File: config.mk
export PLATFORM = sky130hd
export DESIGN_NAME = ahb_lite_master
export DESIGN_NICKNAME = d
export VERILOG_FILES = /design/src/rtl/ahb_pkg.sv /design/src/rtl/ahb_lite_master.sv
export SDC_FILE = /design/constraint.sdc
export NUM_CORES = 1
export LEC_CHECK = 0
export BUFFER_PORTS_ARGS = -buffer_cell sky130_fd_sc_hd__buf_2
export CORE_MARGIN = 2
export CORE_UTILIZATION = 43
export DETAILED_ROUTE_END_ITERATION = 10
export PLACE_DENSITY = 0.75
export SYNTH_ARGS = -nofsm -noshare
export SYNTH_HDL_FRONTEND = slang
export SYNTH_SLANG_ARGS = --single-unit
File: constraint.sdc
create_clock -name hclk -period 6.51 [get_ports hclk]
set_clock_uncertainty 0.1 [all_clocks]
set_input_delay 0.3255 -clock hclk [delete_from_list [all_inputs] [get_ports hclk]]
set_output_delay 0.3255 -clock hclk [all_outputs]
set_load 0.02 [all_outputs]
File: src/rtl/ahb_pkg.sv
// Shared AHB-Lite types: transfer/response encodings and the command payload
// carried through the master's address, data and replay slots.
package ahb_pkg;

  localparam int unsigned ADDR_W  = 32;
  localparam int unsigned DATA_W  = 32;
  localparam int unsigned SIZE_W  = 3;
  localparam int unsigned RETRY_W = 8;

  typedef enum logic [1:0] {
    HTRANS_IDLE   = 2'b00,
    HTRANS_BUSY   = 2'b01,
    HTRANS_NONSEQ = 2'b10,
    HTRANS_SEQ    = 2'b11
  } htrans_e;

  typedef enum logic [1:0] {
    HRESP_OKAY  = 2'b00,
    HRESP_ERROR = 2'b01,
    HRESP_RETRY = 2'b10,
    HRESP_SPLIT = 2'b11
  } hresp_e;

  typedef enum logic [2:0] {
    HSIZE_BYTE = 3'b000,
    HSIZE_HALF = 3'b001,
    HSIZE_WORD = 3'b010
  } hsize_e;

  typedef enum logic [2:0] {
    HBURST_SINGLE = 3'b000
  } hburst_e;

  typedef enum logic [1:0] {
    D_IDLE   = 2'b00,
    D_ACTIVE = 2'b01,
    D_RESP1  = 2'b10
  } dstate_e;

  typedef struct packed {
    logic              valid;
    logic [ADDR_W-1:0] addr;
    logic [DATA_W-1:0] wdata;
    logic              write;
    logic [SIZE_W-1:0] size;
  } ahb_cmd_t;

endpackage

File: src/rtl/ahb_lite_master.sv
// AHB-Lite initiator: turns a request/response command port into pipelined
// SINGLE transfers, with wait states and two-cycle ERROR/RETRY/SPLIT handling.
module ahb_lite_master
  import ahb_pkg::*;
#(
  parameter int unsigned MAX_RETRY = 15
) (
  input  logic              hclk,
  input  logic              hreset,
  input  logic              req_valid,
  output logic              req_ready,
  input  logic [ADDR_W-1:0] req_addr,
  input  logic [DATA_W-1:0] req_wdata,
  input  logic              req_write,
  input  logic [SIZE_W-1:0] req_size,
  output logic              rsp_valid,
  output logic [DATA_W-1:0] rsp_rdata,
  output logic              rsp_err,
  output logic [ADDR_W-1:0] haddr,
  output logic [1:0]        htrans,
  output logic              hwrite,
  output logic [SIZE_W-1:0] hsize,
  output logic [2:0]        hburst,
  output logic [DATA_W-1:0] hwdata,
  input  logic [DATA_W-1:0] hrdata,
  input  logic              hready,
  input  logic [1:0]        hresp
);

  localparam logic [RETRY_W-1:0] MAX_RETRY_C = RETRY_W'(MAX_RETRY);

  ahb_cmd_t          r_a, r_d, r_r;
  ahb_cmd_t          w_a_nxt, w_d_nxt, w_r_nxt, w_sel, w_issue_cmd;
  dstate_e           r_dstate, w_dstate_nxt;
  htrans_e           r_htrans;
  hresp_e            r_first_resp;
  logic [ADDR_W-1:0] r_haddr;
  logic              r_hwrite;
  logic [SIZE_W-1:0] r_hsize;
  logic              r_rsp_valid, r_rsp_err;
  logic [DATA_W-1:0] r_rsp_rdata;
  logic [RETRY_W-1:0] r_retry_cnt;
  logic w_advance, w_bus_valid, w_load, w_req_ready, w_accept, w_issue;
  logic w_done, w_err, w_replay;

  // The command on the bus is the replay slot if occupied, else the A-slot.
  assign w_advance   = hready && (r_dstate != D_RESP1);
  assign w_bus_valid = (r_htrans == HTRANS_NONSEQ);
  assign w_load      = w_advance && w_bus_valid;
  assign w_sel       = r_r.valid ? r_r : r_a;
  assign w_req_ready = !r_r.valid && (!r_a.valid || w_advance);
  assign w_accept    = req_valid && w_req_ready;

  // Data-phase FSM: state register.
  always_ff @(posedge hclk) begin
    if (hreset) r_dstate <= D_IDLE;
    else        r_dstate <= w_dstate_nxt;
  end

  // Data-phase FSM: next state.
  always_comb begin
    w_dstate_nxt = r_dstate;
    case (r_dstate)
      D_IDLE:   w_dstate_nxt = w_load ? D_ACTIVE : D_IDLE;
      D_ACTIVE: begin
        if (hready)                   w_dstate_nxt = w_load ? D_ACTIVE : D_IDLE;
        else if (hresp != HRESP_OKAY) w_dstate_nxt = D_RESP1;
      end
      D_RESP1:  if (hready) w_dstate_nxt = D_IDLE;
      default:  w_dstate_nxt = D_IDLE;
    endcase
  end

  // Data-phase FSM: completion outputs; a response that changes mid-pair is an ERROR.
  always_comb begin
    w_done   = 1'b0;
    w_err    = 1'b0;
    w_replay = 1'b0;
    case (r_dstate)
      D_ACTIVE: if (hready) begin
        w_done = 1'b1;
        w_err  = (hresp != HRESP_OKAY);
      end
      D_RESP1: if (hready) begin
        if ((r_first_resp == HRESP_ERROR) || (hresp != r_first_resp)) begin
          w_done = 1'b1;
          w_err  = 1'b1;
        end else if (r_retry_cnt < MAX_RETRY_C) begin
          w_replay = 1'b1;
        end else begin
          w_done = 1'b1;
          w_err  = 1'b1;
        end
      end
      default: ;
    endcase
  end

  // Slot movement and selection of next cycle's address-phase command.
  always_comb begin
    w_a_nxt = r_a;
    w_d_nxt = r_d;
    w_r_nxt = r_r;
    if (w_load) begin
      w_d_nxt = w_sel;
      if (r_r.valid) w_r_nxt.valid = 1'b0;
      else           w_a_nxt.valid = 1'b0;
    end else if (w_done || w_replay) begin
      w_d_nxt.valid = 1'b0;
    end
    if (w_replay) w_r_nxt = r_d;
    if (w_accept) w_a_nxt = '{valid: 1'b1, addr: req_addr, wdata: req_wdata,
                              write: req_write, size: req_size};
    w_issue     = (w_r_nxt.valid || w_a_nxt.valid) && (w_dstate_nxt != D_RESP1);
    w_issue_cmd = w_r_nxt.valid ? w_r_nxt : w_a_nxt;
  end

  // Slot registers, registered bus outputs, response and retry bookkeeping.
  always_ff @(posedge hclk) begin
    if (hreset) begin
      r_a          <= '0;
      r_d          <= '0;
      r_r          <= '0;
      r_htrans     <= HTRANS_IDLE;
      r_haddr      <= '0;
      r_hwrite     <= 1'b0;
      r_hsize      <= '0;
      r_rsp_valid  <= 1'b0;
      r_rsp_err    <= 1'b0;
      r_rsp_rdata  <= '0;
      r_retry_cnt  <= '0;
      r_first_resp <= HRESP_OKAY;
    end else begin
      r_a         <= w_a_nxt;
      r_d         <= w_d_nxt;
      r_r         <= w_r_nxt;
      r_htrans    <= w_issue ? HTRANS_NONSEQ : HTRANS_IDLE;
      if (w_issue) begin
        r_haddr  <= w_issue_cmd.addr;
        r_hwrite <= w_issue_cmd.write;
        r_hsize  <= w_issue_cmd.size;
      end
      r_rsp_valid <= w_done;
      r_rsp_err   <= w_done && w_err;
      if (w_done) r_rsp_rdata <= (!r_d.write && !w_err) ? hrdata : '0;
      if (w_replay)    r_retry_cnt <= r_retry_cnt + RETRY_W'(1);
      else if (w_done) r_retry_cnt <= '0;
      if ((r_dstate == D_ACTIVE) && !hready && (hresp != HRESP_OKAY))
        r_first_resp <= hresp_e'(hresp);
    end
  end

  assign req_ready = w_req_ready;
  assign rsp_valid = r_rsp_valid;
  assign rsp_rdata = r_rsp_rdata;
  assign rsp_err   = r_rsp_err;
  assign haddr     = r_haddr;
  assign htrans    = r_htrans;
  assign hwrite    = r_hwrite;
  assign hsize     = r_hsize;
  assign hburst    = HBURST_SINGLE;
  assign hwdata    = r_d.wdata;

endmodule

==> run metrics <==
TritonCTS Buffers=34; MaxCap Viol Count=0; vias per cell=5.23; drt pass-1 iters=5; Synth area leaders=dfxtp_1 47%, mux2i_1 11%, a211oi_1 6.7%; hold-critical path depth=3; reg2reg setup slack=a little under 3 ns; Setup-failing EPs final=0; required time of the critical path=approximately 6.8 ns; Ys Warns=0; IO buf count=209; Die H=173 um; Seq/Total Area, Yosys=47.0%; cell area after synthesis=~0.012 mm2; synthesized area per cell=~8.9 um2; hold_buf cts=69; clk_lat worst skew=0.50 ns; average wire per standard cell=15.4 um; CTS resizes=0; CTS Root Cell=clkbuf_16; Fill cells=2,499; area growth from synthesis to layout=22.5%; fin crit period=about 3.6 ns; Setup TNS Final=0 ns; total gr overflow=0; end of the worst hold path=r_a[38]$_SDFF_PP0_; GR Util All Layers=19.9%; Yosys cell types=between 40 and 50; CP Capture Type=flip-flop; share of the synthesized area in the top cell type=47.0%; first-pass GRT wire length=approximately 50,000 um; Reg2Reg Depth=9; Post-Place Setup Slack=about 2.9 ns; top_reg_cell synth=dfxtp_1; cell count after synthesis=approximately 1,400; vias in the first global route=between 9,000 and 10,000; ratio of cells with drive above 1 in the final layout=20.7%; cell taking the most area after synthesis=dfxtp_1; area of the multi-input gates=approximately 0.0056 mm2; CP Class=reg -> reg; Antenna Nets Post-Route=0; CTS tree=built; Clock Tree Buf Depth=3; maximum vdd drop=0.000264 V; slew margin rel.=between 20% and 30%; hold_sp=req_addr[2]; largest net degree at the start of global routing=approximately 100; HP Class=in -> reg; Hold Violations, Final=0; WHS=~0.019 ns; Crit Reg-Reg Endpoint=haddr[12]$_SDFFE_PP0P_; P_leak=about 5.9 nW; Vias=10,400; reg-to-reg startpoint=r_dstate[0]$_SDFF_PP0_; Reg area=0.00581 mm2; final period utilization=55.0%; Post-synth top cells=290 x dfxtp_1, 210 x nand2_1, 186 x nor2_1, 144 x a21oi_1, 140 x mux2i_1; final slew viol count=0; synthesized flop and latch total=290; WL final=30,600 um; Die Area=between 0.03 and 0.04 mm2; clk sinks=290; residual DRC count=0; crit path max fanout=between 40 and 50; CTS clk-pin slew, worst paths=~0.060 ns; Setup crit start kind=flip-flop; detailed placement HPWL=17,000 um; status=finished, final reports clean; Final GP Congestion=about 0.76; initial cell density of the core=between 40 and 50%; core area=between 0.02 and 0.03 mm2; IO Count=214; Fmax=about 280 MHz; final net count=1,684; final setup margin=around 3 ns; initial antenna violation count=3; Worst-Margin Slew=around 1.1 ns; ys async rst share=0%; depth of the CTS H-tree=2; Power Density=between 200 and 300 mW/mm2; post-CTS setup buffers=0; Die W=around 170 um; DRT iter0 DRCs=630; most numerous cell in the Yosys netlist=dfxtp_1; EDFF count, synth=0; unrepaired setup endpoints after global routing=no; row count=62; CP arrival=roughly 3.8 ns
-- metrics by stage --
stage	utilization [%]	std cells	area (um2)	power (mW)
floorplan	-	1397	12400	2.26
global placement	46.5	1852	13200	2.36
detailed placement	46.5	1852	13200	2.37
CTS	53.1	1981	15100	4.40
global route	53.1	1984	15100	4.52
finish	53.1	1984	15100	4.35
-- how the worst max path moves through the flow --
| stage | slack, ns | cells past startpoint | to | startpoint |
|---|---|---|---|---|
| after CTS | 2.92 | 9 | haddr[12]$_SDFFE_PP0P_ | r_dstate[0]$_SDFF_PP0_ |
| after global routing | 2.61 | 9 | hsize[2]$_SDFFE_PP0P_ | r_dstate[0]$_SDFF_PP0_ |
| final | 2.93 | 9 | haddr[12]$_SDFFE_PP0P_ | r_dstate[0]$_SDFF_PP0_ |
| after global placement | 3.04 | 9 | haddr[8]$_SDFFE_PP0P_ | r_dstate[0]$_SDFF_PP0_ |
| after floorplan | 4.11 | 10 | haddr[10]$_SDFFE_PP0P_ | r_dstate[0]$_SDFF_PP0_ |
| after detailed placement | 2.95 | 9 | haddr[12]$_SDFFE_PP0P_ | r_dstate[0]$_SDFF_PP0_ |
-- cells in the final DEF (no fill, tap or decap), drive strengths merged, types with 3 or more instances in the layout --
cell type,count
mux2i,140
a211oi,144
clkinvlp,3
nand2b,5
buf,220
nor3,6
diode,3
and3,4
nand2,210
dlygate4sd3,69
inv,40
nor2,186
a21oi,145
bufinv,4
a22o,32
a31o,4
clkbuf,45
dfxtp,290
conb,4
or2,3
ha,5
nor2b,3
clkinv,9
nand3,3
-- worst max-delay path, stage by stage, from the launching register on --
cell,delay (ns)
dfxtp_1,0.40
inv_1,0.09
ha_1,0.30
nand2b_1,0.23
a21oi_4,0.63
buf_4,0.79
mux2i_1,0.37
mux2i_1,0.11
a21oi_1,0.25
a211oi_2,0.10
-- layout make-up --
class / count / area share (%)
clock inverter: 16 / 1.27
sequential: 290 / 38.4
multi-input combinational: 917 / 37.3
inverter: 40 / 0.993
antenna: 3 / 0.0496
timing repair buffer: 290 / 12.1
clock buffer: 44 / 6.63
tap: 384 / 3.18
-- cell families (layout without fill, tap and decap cells) --
kind of cell               Yosys count  in the layout  synth area share [%]
AOI/OAI and AO/OA                  336            336                  19.4
and+or+nand+nor                    431            431                  14.0
DFF                                290            290                  47.0
adders and majority gates            5              5                 0.507
buffers and inverters              190            390                  7.58
muxes                              140            140                  11.4
xor gates and xnor gates             1              1                0.0710
other                                1              7                0.0304
-- power by group --
part | internal (mW) | switching (mW) | total, mW
combinational | 0.188 | 0.270 | 0.458
clock | 1.25 | 0.741 | 1.99
sequential | 1.85 | 0.0514 | 1.91
total | 3.29 | 1.06 | 4.35
-- layer usage --
layer | GRT usage (%) | up-vias | share of wire [%]
li1 | - | 5115 | -
met1 | 25.5 | 4936 | 45
met2 | 33.1 | 269 | 47
met3 | 3.82 | 53 | 5.4
met4 | 8.09 | 0 | 2.7
met5 | 0 | - | 0
No activity file was read; power rests on OpenSTA's default activity.
